<file path="src/rtl/sike_hw_pkg.sv">
// Shared definitions for the SIKE hardware sequencers: FSM state encoding,
// copy channel count and a constant-evaluable clog2 helper.
package sike_hw_pkg;

    // xDBL sequencer states
    typedef enum logic [2:0] {
        XDBL_IDLE = 3'd0,
        XDBL_KICK = 3'd1,
        XDBL_WAIT = 3'd2,
        XDBL_COPY = 3'd3,
        XDBL_FIN  = 3'd4
    } xdbl_seq_state_e;

    // t2_0, t2_1, t3_0, t3_1 copied into X_0, X_1, Z_0, Z_1
    localparam int unsigned COPY_CHANNELS = 4;

    // Ceiling log2, usable in parameter expressions
    function automatic int unsigned clog2(input int unsigned value);
        int unsigned v;
        int unsigned r;
        r = 0;
        if (value > 1) begin
            v = value - 1;
            while (v > 0) begin
                r = r + 1;
                v = v >> 1;
            end
        end
        return r;
    endfunction

endpackage

</file>
<file path="src/rtl/mem_copy_engine.sv">
// Streams addresses 0..WIDTH_REAL-1 to a set of synchronous-read source
// memories and replays each address one cycle later as a write to the
// destination memories, carrying the read data across unchanged.
// Ports:
//   clk, rst_n    clock, async active-low reset
//   start_i       begin a copy pass (first read address issued next cycle)
//   rd_data_i     per-channel read data, valid one cycle after rd_addr_o
//   rd_en_o       shared read enable
//   rd_addr_o     shared read address
//   wr_en_o       shared write enable
//   wr_addr_o     shared write address
//   wr_data_c_o   per-channel write data (zero when not writing)
//   last_wr_c_o   high during the final write of the pass
module mem_copy_engine
    import sike_hw_pkg::*;
#(
    parameter int unsigned RADIX      = 16,
    parameter int unsigned WIDTH_REAL = 14,
    parameter int unsigned N_CH       = COPY_CHANNELS,
    parameter int unsigned DEPTH_LOG  = clog2(WIDTH_REAL)
) (
    input  logic                             clk,
    input  logic                             rst_n,
    input  logic                             start_i,
    input  logic [N_CH-1:0][RADIX-1:0]       rd_data_i,
    output logic                             rd_en_o,
    output logic [DEPTH_LOG-1:0]             rd_addr_o,
    output logic                             wr_en_o,
    output logic [DEPTH_LOG-1:0]             wr_addr_o,
    output logic [N_CH-1:0][RADIX-1:0]       wr_data_c_o,
    output logic                             last_wr_c_o
);

    localparam logic [DEPTH_LOG-1:0] LAST_ADDR = DEPTH_LOG'(WIDTH_REAL - 1);

    logic                 rd_en_q,   rd_en_d;
    logic [DEPTH_LOG-1:0] rd_addr_q, rd_addr_d;
    logic                 wr_en_q,   wr_en_d;
    logic [DEPTH_LOG-1:0] wr_addr_q, wr_addr_d;

    // Read address walker; stops at LAST_ADDR and parks at zero
    always_comb begin
        rd_en_d   = rd_en_q;
        rd_addr_d = rd_addr_q;
        if (start_i) begin
            rd_en_d   = 1'b1;
            rd_addr_d = '0;
        end else if (rd_en_q) begin
            if (rd_addr_q == LAST_ADDR) begin
                rd_en_d   = 1'b0;
                rd_addr_d = '0;
            end else begin
                rd_addr_d = rd_addr_q + DEPTH_LOG'(1);
            end
        end
        // Write trails read by the one-cycle memory read latency
        wr_en_d   = rd_en_q;
        wr_addr_d = rd_en_q ? rd_addr_q : '0;
    end

    always_ff @(posedge clk or negedge rst_n) begin
        if (!rst_n) begin
            rd_en_q   <= 1'b0;
            rd_addr_q <= '0;
            wr_en_q   <= 1'b0;
            wr_addr_q <= '0;
        end else begin
            rd_en_q   <= rd_en_d;
            rd_addr_q <= rd_addr_d;
            wr_en_q   <= wr_en_d;
            wr_addr_q <= wr_addr_d;
        end
    end

    assign rd_en_o     = rd_en_q;
    assign rd_addr_o   = rd_addr_q;
    assign wr_en_o     = wr_en_q;
    assign wr_addr_o   = wr_addr_q;
    // Read data passes straight through; gated so idle/reset outputs read zero
    assign wr_data_c_o = wr_en_q ? rd_data_i : '0;
    assign last_wr_c_o = wr_en_q && (wr_addr_q == LAST_ADDR);

endmodule

</file>
<file path="src/rtl/xdble_sequencer.sv">
// Runs num_iter back-to-back xDBL point doublings: kicks the xDBL core,
// waits for its completion, then copies the t2/t3 result memories into the
// X/Z operand memories before the next doubling.
// Ports:
//   clk, rst            clock, async active-low reset (deassertion synchronised)
//   start, num_iter     one-cycle request and doubling count
//   busy, done          sequence in progress / one-cycle completion pulse
//   iter_cnt            doublings completed so far
//   core_start          start pulse to the xDBL controller
//   core_done           completion pulse from the xDBL controller
//   copy_active         sequencer owns the X/Z write and t2/t3 read ports
//   t_rd_en, t_rd_addr  shared read port of t2_0, t2_1, t3_0, t3_1
//   t*_dout             t memory read data
//   xz_wr_en, xz_wr_addr shared write port of X_0, X_1, Z_0, Z_1
//   X*/Z*_din           write data from t2_0, t2_1, t3_0, t3_1
module xdble_sequencer
    import sike_hw_pkg::*;
#(
    parameter int unsigned RADIX      = 16,
    parameter int unsigned WIDTH_REAL = 14,
    parameter int unsigned CNT_WIDTH  = 10,
    parameter int unsigned DEPTH_LOG  = clog2(WIDTH_REAL)
) (
    input  logic                 clk,
    input  logic                 rst,
    input  logic                 start,
    input  logic [CNT_WIDTH-1:0] num_iter,
    output logic                 busy,
    output logic                 done,
    output logic [CNT_WIDTH-1:0] iter_cnt,
    output logic                 core_start,
    input  logic                 core_done,
    output logic                 copy_active,
    output logic                 t_rd_en,
    output logic [DEPTH_LOG-1:0] t_rd_addr,
    input  logic [RADIX-1:0]     t2_0_dout,
    input  logic [RADIX-1:0]     t2_1_dout,
    input  logic [RADIX-1:0]     t3_0_dout,
    input  logic [RADIX-1:0]     t3_1_dout,
    output logic                 xz_wr_en,
    output logic [DEPTH_LOG-1:0] xz_wr_addr,
    output logic [RADIX-1:0]     X_0_din,
    output logic [RADIX-1:0]     X_1_din,
    output logic [RADIX-1:0]     Z_0_din,
    output logic [RADIX-1:0]     Z_1_din
);

    localparam int unsigned NUM_CH = COPY_CHANNELS;

    // Reset: asserts asynchronously, releases two clock edges after rst rises
    logic [1:0] rst_sync_q;
    logic       rst_n_int;

    always_ff @(posedge clk or negedge rst) begin
        if (!rst) begin
            rst_sync_q <= '0;
        end else begin
            rst_sync_q <= {rst_sync_q[0], 1'b1};
        end
    end

    assign rst_n_int = rst_sync_q[1];

    xdbl_seq_state_e      state_q, state_d;
    logic [CNT_WIDTH-1:0] num_q, num_d;
    logic [CNT_WIDTH-1:0] iter_q, iter_d;
    logic [CNT_WIDTH-1:0] iter_inc;
    logic                 busy_q, busy_d;
    logic                 done_q, done_d;
    logic                 core_start_q, core_start_d;
    logic                 copy_active_q, copy_active_d;
    logic                 copy_go_c;
    logic                 last_wr_c;

    logic [NUM_CH-1:0][RADIX-1:0] rd_data;
    logic [NUM_CH-1:0][RADIX-1:0] wr_data_c;

    assign iter_inc = iter_q + CNT_WIDTH'(1);

    // Next-state logic; outputs decoded from the next state so they register
    // in step with state_q
    always_comb begin
        state_d   = state_q;
        num_d     = num_q;
        iter_d    = iter_q;
        copy_go_c = 1'b0;
        case (state_q)
            XDBL_IDLE: begin
                if (start) begin
                    iter_d = '0;
                    if (num_iter != '0) begin
                        num_d   = num_iter;
                        state_d = XDBL_KICK;
                    end else begin
                        state_d = XDBL_FIN;
                    end
                end
            end
            XDBL_KICK: state_d = XDBL_WAIT;
            XDBL_WAIT: begin
                if (core_done) begin
                    copy_go_c = 1'b1;
                    state_d   = XDBL_COPY;
                end
            end
            XDBL_COPY: begin
                if (last_wr_c) begin
                    iter_d  = iter_inc;
                    state_d = (iter_inc == num_q) ? XDBL_FIN : XDBL_KICK;
                end
            end
            XDBL_FIN:  state_d = XDBL_IDLE;
            default:   state_d = XDBL_IDLE;
        endcase
        busy_d        = (state_d == XDBL_KICK) || (state_d == XDBL_WAIT) ||
                        (state_d == XDBL_COPY);
        done_d        = (state_d == XDBL_FIN);
        core_start_d  = (state_d == XDBL_KICK);
        copy_active_d = (state_d == XDBL_COPY);
    end

    always_ff @(posedge clk or negedge rst_n_int) begin
        if (!rst_n_int) begin
            state_q       <= XDBL_IDLE;
            num_q         <= '0;
            iter_q        <= '0;
            busy_q        <= 1'b0;
            done_q        <= 1'b0;
            core_start_q  <= 1'b0;
            copy_active_q <= 1'b0;
        end else begin
            state_q       <= state_d;
            num_q         <= num_d;
            iter_q        <= iter_d;
            busy_q        <= busy_d;
            done_q        <= done_d;
            core_start_q  <= core_start_d;
            copy_active_q <= copy_active_d;
        end
    end

    // Channel order: 0=t2_0->X_0, 1=t2_1->X_1, 2=t3_0->Z_0, 3=t3_1->Z_1
    assign rd_data = {t3_1_dout, t3_0_dout, t2_1_dout, t2_0_dout};

    mem_copy_engine #(
        .RADIX      (RADIX),
        .WIDTH_REAL (WIDTH_REAL),
        .N_CH       (NUM_CH),
        .DEPTH_LOG  (DEPTH_LOG)
    ) u_copy (
        .clk         (clk),
        .rst_n       (rst_n_int),
        .start_i     (copy_go_c),
        .rd_data_i   (rd_data),
        .rd_en_o     (t_rd_en),
        .rd_addr_o   (t_rd_addr),
        .wr_en_o     (xz_wr_en),
        .wr_addr_o   (xz_wr_addr),
        .wr_data_c_o (wr_data_c),
        .last_wr_c_o (last_wr_c)
    );

    assign busy        = busy_q;
    assign done        = done_q;
    assign iter_cnt    = iter_q;
    assign core_start  = core_start_q;
    assign copy_active = copy_active_q;
    assign X_0_din     = wr_data_c[0];
    assign X_1_din     = wr_data_c[1];
    assign Z_0_din     = wr_data_c[2];
    assign Z_1_din     = wr_data_c[3];

endmodule

</file>
<file path="config.mk">
export PLATFORM = sky130hd
export DESIGN_NAME = xdble_sequencer
export DESIGN_NICKNAME = d
export VERILOG_FILES = /design/src/rtl/sike_hw_pkg.sv /design/src/rtl/mem_copy_engine.sv /design/src/rtl/xdble_sequencer.sv
export SDC_FILE = /design/constraint.sdc
export NUM_CORES = 1
export LEC_CHECK = 0
export BUFFER_PORTS_ARGS = -buffer_cell sky130_fd_sc_hd__buf_4
export CAP_MARGIN = 20
export CORE_MARGIN = 2
export CORE_UTILIZATION = 41
export CTS_BUF_LIST = sky130_fd_sc_hd__clkbuf_8
export CTS_CLUSTER_SIZE = 30
export DETAILED_ROUTE_END_ITERATION = 7
export MAX_ROUTING_LAYER = met4
export PLACE_DENSITY = 0.79
export SYNTH_ARGS = -nofsm -noshare
export SYNTH_HDL_FRONTEND = slang
export SYNTH_SLANG_ARGS = --single-unit
</file>
<file path="constraint.sdc">
create_clock -name clk -period 2.2 [get_ports clk]
set_input_delay 0.22 -clock clk [delete_from_list [all_inputs] [get_ports clk]]
set_output_delay 0.22 -clock clk [all_outputs]
set_load 0.02 [all_outputs]
</file>
==> flow_metrics.env, run 1 <==
export IMPL_p_int_uw=2560
export IMPL_gp_congestion=0.872
export IMPL_fin_skew_ns=0.00693
export IMPL_viasPerCell=5.01
export IMPL_most_common_layout_cells="buf_4 (176), and2_1 (71), dfrtp_1 (39), o21ai_0 (16)"
export IMPL_final_common_cell="buf_4"
export IMPL_rr_startpoint="iter_cnt[1]"
export IMPL_clock_sinks=39
export IMPL_period_needed_ns=2.09
export IMPL_p_switching_uw=2110
export IMPL_yosys_most_used_dff="dfrtp_1"
export IMPL_finalSetupTns_ns=0
export IMPL_rsz0062_at_grt="no"
export IMPL_maxCapViolCount=0
export IMPL_max_freq_mhz=479
export IMPL_cp_data_arrival_time_ns=2.26
export IMPL_numCtsBuffers=5
export IMPL_ys_warn_count=0
export IMPL_power_total_uw=4670
export IMPL_ys_ff_latch=39
export IMPL_cp_max_fo=8
export IMPL_relSlewSlack=0.651
export IMPL_grt_use_total=0.225
export IMPL_die_area_um2=6580
export IMPL_synth_area_top_cells="dfrtp_1 (40%), and2_1 (18%), mux2_2 (3.7%)"
export IMPL_p_leak_uw=0.00189
export IMPL_worstMarginPinSlew_ns=0.518
export IMPL_die_h_um=81.1
export IMPL_min_to="num_q[7]"
export IMPL_hold_violations=0
export IMPL_rr_worst_depth=7
export IMPL_cts_tree="done"
export IMPL_drt_iter0_drc=204
export IMPL_min_from="num_iter[7]"
export IMPL_gr_total_overflow=0
export IMPL_place_area_um2=3780
export IMPL_status="complete, no violations"
export IMPL_end_kind="flop"
export IMPL_setup_viol=0
export IMPL_holdPathStages=3
export IMPL_cts_buffer_depth=2
export IMPL_startpoint="iter_cnt[1]"
export IMPL_syn_area_per_cell_um2=9.34
export IMPL_wl_met2_mm=3.68
export IMPL_ant_nets=0
export IMPL_htree_levels=2
export IMPL_hold_path_class="input port to flop"
export IMPL_crit_chain="ha_1 > buf_4 > and2_1 > a21boi_0 > o22ai_1 > a2111oi_4 > o21ai_0"
export IMPL_diodes=0
export IMPL_synth_top_area_share=0.400
export IMPL_utilization=0.665
export IMPL_num_vias=2531
export IMPL_synth_seq_area_share=0.400
export IMPL_firstDrtPassIters=4
export IMPL_critPathSlowestCell="dfrtp_1"
export IMPL_layout_setup_ws_ns=0.111
export IMPL_slew_violations=0
export IMPL_cts_root_buf="clkbuf_8"
export IMPL_drc_errors=0
export IMPL_n_fill_cell=469
export IMPL_ys_types=48
export IMPL_top_layer="met4"
export IMPL_swShare=0.452
export IMPL_syn_area_um2=2440
export IMPL_worstSkewPairLatency_ns=0.29
export IMPL_synthesis_nets=340
export IMPL_stdcell_area_um2=3890
export IMPL_wl_met3_um=604
export IMPL_cpPeakStageDelay_ns=0.45
export IMPL_syn_inst=261
export IMPL_numPortBuffers=165
export IMPL_grt_pass1_vias=2165
export IMPL_routed_wl_mm=7.68
export IMPL_cp_data_required_time_ns=2.37
export IMPL_coreArea_um2=5850
export IMPL_combPwrFrac=0.627
export IMPL_peakVddDrop_v=0.000887
export IMPL_met1Wirelength_mm=3.33
export IMPL_grt_max_degree=67
export IMPL_area_delta_synth_final_pct=59.5
export IMPL_grt_first_pass_wirelength_mm=11.0
export IMPL_pwr_share_clk=0.121
export IMPL_fin_crit_sh=0.949
export IMPL_dp_hpwl_mm=6.08
export IMPL_synth_edf_count=0
export IMPL_antenna_found_initial=0
export IMPL_wire_per_inst_um=15.2
export IMPL_place_ws_ns=0.184
export IMPL_initial_core_util=0.417
export IMPL_drive_above_1_share=0.453
export IMPL_powerDensity_nw_per_um2=1200
export IMPL_reg2reg_slack_ns=0.11
export IMPL_start_kind="flop"
export IMPL_ioPinCount=166
export IMPL_die_x_um=81.1
export IMPL_worst_setup_path_type="flop to flop"
export IMPL_async_reset_ff_frac=1.00
export IMPL_clk_pin_slew_ns=0.08
export IMPL_rr_endpoint="state_q[0]"
export IMPL_num_rows=28
export IMPL_fin_nets=509
export IMPL_synth_top_area_cell="dfrtp_1"
export IMPL_p_seq_frac=0.252
==> logic make-up after synthesis <==
group,count (synthesis),share of synthesized area
simple gates,131,0.318
compound gates,47,0.134
buf+inv,19,0.0375
mux,9,0.0416
other cells,1,0.00154
xor+xnor,14,0.0621
fa+ha+maj,1,0.00513
flops,39,0.400
==> per-layer routing <==
metal,global-route usage,vias up
met5,-,-
met4,0.0593,0
met3,0.0467,7
met2,0.343,116
met1,0.305,1173
li1,-,1235
==> repair_timing <==
action | 4_1_cts | 5_1_grt
resized for setup | 0 | 0
endpoints found under the setup margin | 0 | 0
setup buffers | 0 | 0
hold endpoints to repair | 2 | 0
hold buffers | 1 | 0
==> sequential cells by signal (all words and copies together), names as in the netlist <==
signal,count
busy,1
copy_active,1
core_start,1
done,1
iter_cnt,10
num_q,10
rst_sync_q,2
state_q,3
u_copy.rd_addr_o,4
u_copy.rd_en_o,1
u_copy.wr_addr_o,4
u_copy.wr_en_o,1
==> cells in the mapped netlist, types with 2 or more instances <==
| master | instances |
|---|---|
| a21oi_1 | 11 |
| a31oi_1 | 3 |
| and2_1 | 71 |
| and3_1 | 3 |
| and4_1 | 3 |
| buf_2 | 4 |
| buf_6 | 2 |
| clkbuf_1 | 9 |
| dfrtp_1 | 39 |
| inv_1 | 4 |
| mux2_2 | 8 |
| nand2_1 | 12 |
| nand3_1 | 7 |
| nand3b_1 | 3 |
| nand4_1 | 3 |
| nand4b_1 | 2 |
| nor2_1 | 12 |
| nor3_1 | 4 |
| nor3b_1 | 2 |
| nor4_1 | 2 |
| o21ai_0 | 16 |
| o2bb2ai_1 | 2 |
| o31ai_1 | 3 |
| o41ai_1 | 2 |
| xnor2_1 | 7 |
| xor2_1 | 5 |
==> area by class of cell <==
cell class                 count  area, µm²  share of cell area
clock buffer                   5       68.8              0.0177
timing repair buffer         177       1330               0.342
sequential                    39        976               0.251
multi-input combinational    203       1370               0.353
clock inverter                 2       33.8             0.00868
tap                           75       93.8              0.0241
inverter                       4       15.0             0.00386
==> power by group through the flow <==
| stage | Clock [µW] | Sequential (µW) | Combinational, µW |
|---|---|---|---|
| 5_1_grt | 605 | 1210 | 3140 |
| 3_3_place_gp | 0 | 1170 | 2870 |
| 4_1_cts | 576 | 1170 | 2930 |
| 2_1_floorplan | 0 | 1320 | 1630 |
| 3_5_place_dp | 0 | 1180 | 2910 |
| 6_report | 566 | 1180 | 2920 |
==> how the worst max path moves through the flow <==
stage                 endpoint  slack [ns]  cells after the start
floorplan           state_q[0]        0.03                      7
global placement    state_q[0]        0.25                      6
detailed placement  state_q[0]        0.18                      6
CTS                 state_q[0]        0.13                      7
global route        state_q[0]        0.02                      6
finish              state_q[0]        0.11                      7
==> per-stage QoR <==
step | std cells | hold WS [ns]
floorplan | 261 | -0.0756
global placement | 497 | 0.00197
detailed placement | 497 | 0.00449
CTS | 505 | 0.143
global route | 505 | 0.165
finish | 505 | 0.149
==> critical path: cells and delay by family (launching register included) <==
kind                     cells  cell delay, ns
adder cells (fa/ha/maj)      1            0.24
AO/OA/AOI/OAI                4            0.94
flip-flops                   1            0.45
AND/OR/NAND/NOR              1            0.17
buffers and inverters        1            0.17
(Power assumes the default switching activity.)
==> run 2: changes to the inputs <==
==> constraint.sdc (replaced) <==
create_clock -name clk -period 2.2 [get_ports clk]
set_input_delay 0.11 -clock clk [delete_from_list [all_inputs] [get_ports clk]]
set_output_delay 0.11 -clock clk [all_outputs]
set_load 0.02 [all_outputs]
==> run 2 against run 1 <==
Effect of this change: sequential power hardly changed; die area stayed put; critical endpoint unchanged; clock power is 9.7% lower; global-route usage up 0.44 points; setup slack better by 0.027 ns; final area is essentially flat; final cell count up 0.20%.
==> flow_metrics.env, run 2 (synthesis results as in run 1) <==
export IMPL_antenna_found_initial=0
export IMPL_worst_setup_path_type="flop to flop"
export IMPL_rr_endpoint="state_q[0]"
export IMPL_die_x_um=81.1
export IMPL_combPwrFrac=0.634
export IMPL_fin_crit_sh=0.937
export IMPL_min_from="num_iter[2]"
export IMPL_worstMarginPinSlew_ns=0.498
export IMPL_min_to="num_q[2]"
export IMPL_p_seq_frac=0.255
export IMPL_utilization=0.664
export IMPL_viasPerCell=4.85
export IMPL_numCtsBuffers=5
export IMPL_rr_startpoint="iter_cnt[0]"
export IMPL_place_ws_ns=0.167
export IMPL_status="complete, no violations"
export IMPL_cp_data_arrival_time_ns=2.23
export IMPL_reg2reg_slack_ns=0.14
export IMPL_p_int_uw=2490
export IMPL_peakVddDrop_v=0.000713
export IMPL_grt_first_pass_wirelength_mm=11.1
export IMPL_relSlewSlack=0.665
export IMPL_area_delta_synth_final_pct=59.4
export IMPL_grt_max_degree=67
export IMPL_drive_above_1_share=0.459
export IMPL_fin_nets=509
export IMPL_holdPathStages=2
export IMPL_maxCapViolCount=0
export IMPL_die_h_um=81.1
export IMPL_most_common_layout_cells="buf_4 (176), and2_1 (71), dfrtp_1 (38), o21ai_0 (16)"
export IMPL_p_switching_uw=2110
export IMPL_drc_errors=0
export IMPL_period_needed_ns=2.06
export IMPL_cts_buffer_depth=2
export IMPL_finalSetupTns_ns=0
export IMPL_fin_skew_ns=0.00563
export IMPL_pwr_share_clk=0.111
export IMPL_hold_path_class="input port to flop"
export IMPL_hold_violations=0
export IMPL_cts_tree="done"
export IMPL_power_total_uw=4600
export IMPL_final_common_cell="buf_4"
export IMPL_dp_hpwl_mm=6.18
export IMPL_cts_root_buf="clkbuf_8"
export IMPL_cp_data_required_time_ns=2.37
export IMPL_ioPinCount=166
export IMPL_gp_congestion=0.872
export IMPL_cp_max_fo=5
export IMPL_setup_viol=0
export IMPL_slew_violations=0
export IMPL_p_leak_uw=0.00188
export IMPL_coreArea_um2=5850
export IMPL_clock_sinks=39
export IMPL_initial_core_util=0.417
export IMPL_rsz0062_at_grt="no"
export IMPL_gr_total_overflow=0
export IMPL_num_rows=28
export IMPL_grt_use_total=0.229
export IMPL_ant_nets=0
export IMPL_num_vias=2455
export IMPL_worstSkewPairLatency_ns=0.29
export IMPL_rr_worst_depth=6
export IMPL_diodes=0
export IMPL_layout_setup_ws_ns=0.138
export IMPL_drt_iter0_drc=136
export IMPL_swShare=0.460
export IMPL_firstDrtPassIters=4
export IMPL_die_area_um2=6580
export IMPL_end_kind="flop"
export IMPL_numPortBuffers=165
export IMPL_routed_wl_mm=7.69
export IMPL_max_freq_mhz=485
export IMPL_wire_per_inst_um=15.2
export IMPL_grt_pass1_vias=2207
export IMPL_clk_pin_slew_ns=0.08
export IMPL_powerDensity_nw_per_um2=1180
export IMPL_htree_levels=2
export IMPL_start_kind="flop"
-- run 2: changes by cell type in the layout (fill, tap and decap cells not counted), sizes merged --
cell,before,now
bufinv,1,0
clkbuf,5,6
clkinv,0,1
clkinvlp,0,1
inv,5,4
-- run 2: critical path: stages (launching register included) --
cell       delay (ns)
dfrtp_1          0.43
ha_1             0.24
xor3_1           0.36
nor3_1           0.19
o211ai_1         0.20
a2111oi_4        0.39
o21ai_0          0.13
-- run 2: power by group through the flow --
stage	clock [µW]	combinational, µW	sequential, µW
floorplan	0	1630	1320
global placement	0	2870	1170
finish	511	2910	1170
global route	557	3140	1210
detailed placement	0	2910	1180
CTS	519	2920	1170
-- run 2: worst max-delay path by stage --
stage / to / depth (start not counted) / start
after floorplan: state_q[0] / 7 / iter_cnt[0]
after global placement: state_q[0] / 6 / iter_cnt[1]
after detailed placement: state_q[0] / 6 / iter_cnt[1]
after CTS: state_q[0] / 6 / iter_cnt[1]
after global routing: state_q[0] / 6 / iter_cnt[0]
final: state_q[0] / 6 / iter_cnt[0]
-- run 2: what timing repair did --
item / CTS / global route
gates resized for setup: 0 / 1
setup buffers: 0 / 0
hold buffers: 1 / 0
endpoints found under the hold margin: 2 / 0
endpoints found under the setup margin: 0 / 1
-- run 2: cell type report --
class	count	area [µm²]
Fill cell	495	1960
Multi-Input combinational cell	203	1370
Timing Repair Buffer	177	1330
Sequential cell	39	977
Tap cell	75	93.8
Clock buffer	6	82.6
Clock inverter	2	16.3
Inverter	4	15.0
-- run 2: metal layers --
layer,share of wire,vias up,track usage
met2,0.49,109,0.357
li1,-,1238,-
met1,0.44,1102,0.312
met4,0.0077,0,0.0458
met5,0,-,-
met3,0.068,6,0.0467
-- run 2: stage by stage --
step	std cells	hold WS, ns	cell area (µm²)
final	506	0.0439	3890
after detailed placement	497	-0.107	3780
after CTS	506	0.0402	3890
after floorplan	261	-0.186	2440
after global routing	506	0.0448	3890
after global placement	497	-0.108	3780
==> run 3: changes to the inputs <==
--- a/config.mk
+++ b/config.mk
@@ -5,6 +5,7 @@
 export SDC_FILE = /design/constraint.sdc
 export NUM_CORES = 1
 export LEC_CHECK = 0
+export ABC_AREA = 1
 export BUFFER_PORTS_ARGS = -buffer_cell sky130_fd_sc_hd__buf_4
 export CAP_MARGIN = 20
 export CORE_MARGIN = 2
==> run 3 against run 2 <==
Effect of this change: combinational power about the same; non-clock buffer count down 6; setup slack better by 0.18 ns; synthesized cell count up 42%; critical endpoint is now busy; power up 3.9%; via count up 12%; flip-flop and latch count unchanged; final area about the same; register-to-register slack better by 0.18 ns.
==> flow_metrics.env, run 3 <==
export IMPL_synth_top_area_cell="dfrtp_1"
export IMPL_coreArea_um2=5820
export IMPL_numPortBuffers=165
export IMPL_numCtsBuffers=5
export IMPL_synthesis_nets=450
export IMPL_firstDrtPassIters=4
export IMPL_relSlewSlack=0.620
export IMPL_ioPinCount=166
export IMPL_num_rows=28
export IMPL_seq_area_um2=977
export IMPL_wire_per_inst_um=12.8
export IMPL_peakVddDrop_v=0.000737
export IMPL_path_delay_family="simple AND/OR/NAND/NOR gates"
export IMPL_setup_viol=0
export IMPL_slew_violations=0
export IMPL_ys_ff_latch=39
export IMPL_final_cell_count_no_fill=615
export IMPL_cp_data_arrival_time_ns=2.05
export IMPL_drive_above_1_share=0.372
export IMPL_cpPeakStageDelay_ns=0.49
export IMPL_routed_wl_mm=7.86
export IMPL_antenna_found_initial=0
export IMPL_final_common_cell="buf_4"
export IMPL_die_x_um=81.1
export IMPL_post_cts_resized=0
export IMPL_dp_hpwl_mm=6.51
export IMPL_critPathSlowestCell="dfrtp_1"
export IMPL_period_needed_ns=1.88
export IMPL_cp_max_fo=7
export IMPL_powerDensity_nw_per_um2=1230
export IMPL_end_kind="flop"
export IMPL_whs_ns=0.0336
export IMPL_maxCapViolCount=0
export IMPL_fin_skew_ns=0.00834
export IMPL_grt_max_degree=66
export IMPL_start_kind="flop"
export IMPL_path_buf_inv=0
export IMPL_diodes=0
export IMPL_finalSetupTns_ns=0
export IMPL_grt_first_pass_wirelength_mm=11.5
export IMPL_cp_data_required_time_ns=2.37
export IMPL_syn_inst=371
export IMPL_syn_area_per_cell_um2=6.57
export IMPL_crit_chain="ha_1 > xnor2_1 > nand3_1 > nor2_1 > nand3_2 > nor2_2 > nand3_2 > nand2_2 > nand3_1"
export IMPL_gr_total_overflow=0
export IMPL_grt_pass1_vias=2505
export IMPL_status="complete, no violations"
export IMPL_worst_setup_path_type="flop to flop"
export IMPL_n_fill_cell=522
export IMPL_die_h_um=81.1
export IMPL_max_freq_mhz=531
export IMPL_clock_sinks=39
export IMPL_syn_area_um2=2440
export IMPL_drc_errors=0
export IMPL_place_area_um2=3770
export IMPL_ys_warn_count=0
export IMPL_synth_seq_area_share=0.401
export IMPL_rsz0062_at_grt="no"
export IMPL_fin_crit_sh=0.856
export IMPL_viasPerCell=4.48
export IMPL_clk_pin_slew_ns=0.08
export IMPL_dp_cells=606
export IMPL_initial_core_util=0.419
export IMPL_drt_iter0_drc=95
export IMPL_yosys_most_used_dff="dfrtp_1"
export IMPL_hold_violations=0
export IMPL_multi_input_area_um2=1060
export IMPL_worstMarginPinSlew_ns=0.570
export IMPL_synth_common_cells="nand2_1 (134), inv_1 (94), dfrtp_1 (39), nand3_1 (26)"
export IMPL_area_delta_synth_final_pct=59.7
export IMPL_synth_area_top_cells="dfrtp_1 (40%), nand2_1 (21%), inv_1 (14%)"
export IMPL_cts_buffer_depth=2
export IMPL_ys_types=30
export IMPL_stdcell_area_um2=3890
export IMPL_synth_edf_count=0
export IMPL_htree_levels=2
export IMPL_most_common_layout_cells="buf_4 (170), nand2_1 (134), inv_1 (94), dfrtp_1 (38), nand3_1 (26)"
export IMPL_num_vias=2758
export IMPL_async_reset_ff_frac=1.00
export IMPL_fin_nets=618
export IMPL_grt_use_total=0.234
export IMPL_p_leak_uw=0.00247
export IMPL_ant_nets=0
export IMPL_gp_congestion=0.896
export IMPL_die_area_um2=6570
export IMPL_cts_root_buf="clkbuf_8"
export IMPL_yosysMostFrequentCell="nand2_1"
export IMPL_synth_top_area_share=0.401
export IMPL_cts_tree="done"
export IMPL_hold_path_class="input port to flop"
export IMPL_worstSkewPairLatency_ns=0.29
## run 3: final cells by class
cell class,count,area share
Timing Repair Buffer,171,0.331
Inverter,97,0.0936
Tap cell,75,0.0241
Clock inverter,3,0.0113
Multi-Input combinational cell,225,0.271
Sequential cell,39,0.251
Clock buffer,5,0.0177
## run 3: path summary, 6_finish.rpt
check,from,to,slack [ns],cells after the start
max,iter_cnt[0],busy,0.32,9
min,num_iter[0],num_q[0],0.03,3
max reg2reg,iter_cnt[0],busy,0.32,9
min reg2reg,rst_sync_q[1],copy_active,0.20,0
max in group asynchronous,rst_sync_q[1],num_q[0],1.41,1
min in group asynchronous,rst,rst_sync_q[1],0.13,2
## run 3: timing repair
action / CTS / global route
setup buffers: 0 / 0
endpoints found under the hold margin: 2 / 0
hold buffers: 1 / 0
## run 3: logic make-up after synthesis
kind of cell	share of synthesized area
flip-flops	0.401
other	0.00154
XOR/XNOR	0.0144
buffers and inverters	0.166
AO/OA/AOI/OAI	0.0632
adder cells (fa/ha/maj)	0.00514
AND/OR/NAND/NOR	0.349
## run 3: through the flow
step           worst slack [ns]  total power [µW]   util
2_1_floorplan             0.455              2970      -
3_3_place_gp              0.459              4140  0.648
3_5_place_dp              0.357              4190  0.648
4_1_cts                   0.310              4800  0.669
5_1_grt                   0.150              5140  0.669
6_report                  0.317              4780  0.669
## run 3: layer usage
| layer | up-vias | wire length, µm | GRT usage |
|---|---|---|---|
| met4 | 0 | 105 | 0.0763 |
| met2 | 97 | 4020 | 0.407 |
| met5 | - | 0 | - |
| li1 | 1428 | - | - |
| met1 | 1224 | 3020 | 0.264 |
| met3 | 9 | 715 | 0.0567 |
## run 3: power breakdown
group          switching, µW  leakage, µW  internal [µW]
registers                305     0.000474            984
clock network            256    0.0000581            338
logic                   1740      0.00194           1160
## run 3: worst reg2reg max path, delay by kind of cell (launching register included)
kind | cells | cell delay, ns
xor+xnor | 1 | 0.18
flops | 1 | 0.49
simple gates | 7 | 0.73
fa+ha+maj | 1 | 0.37
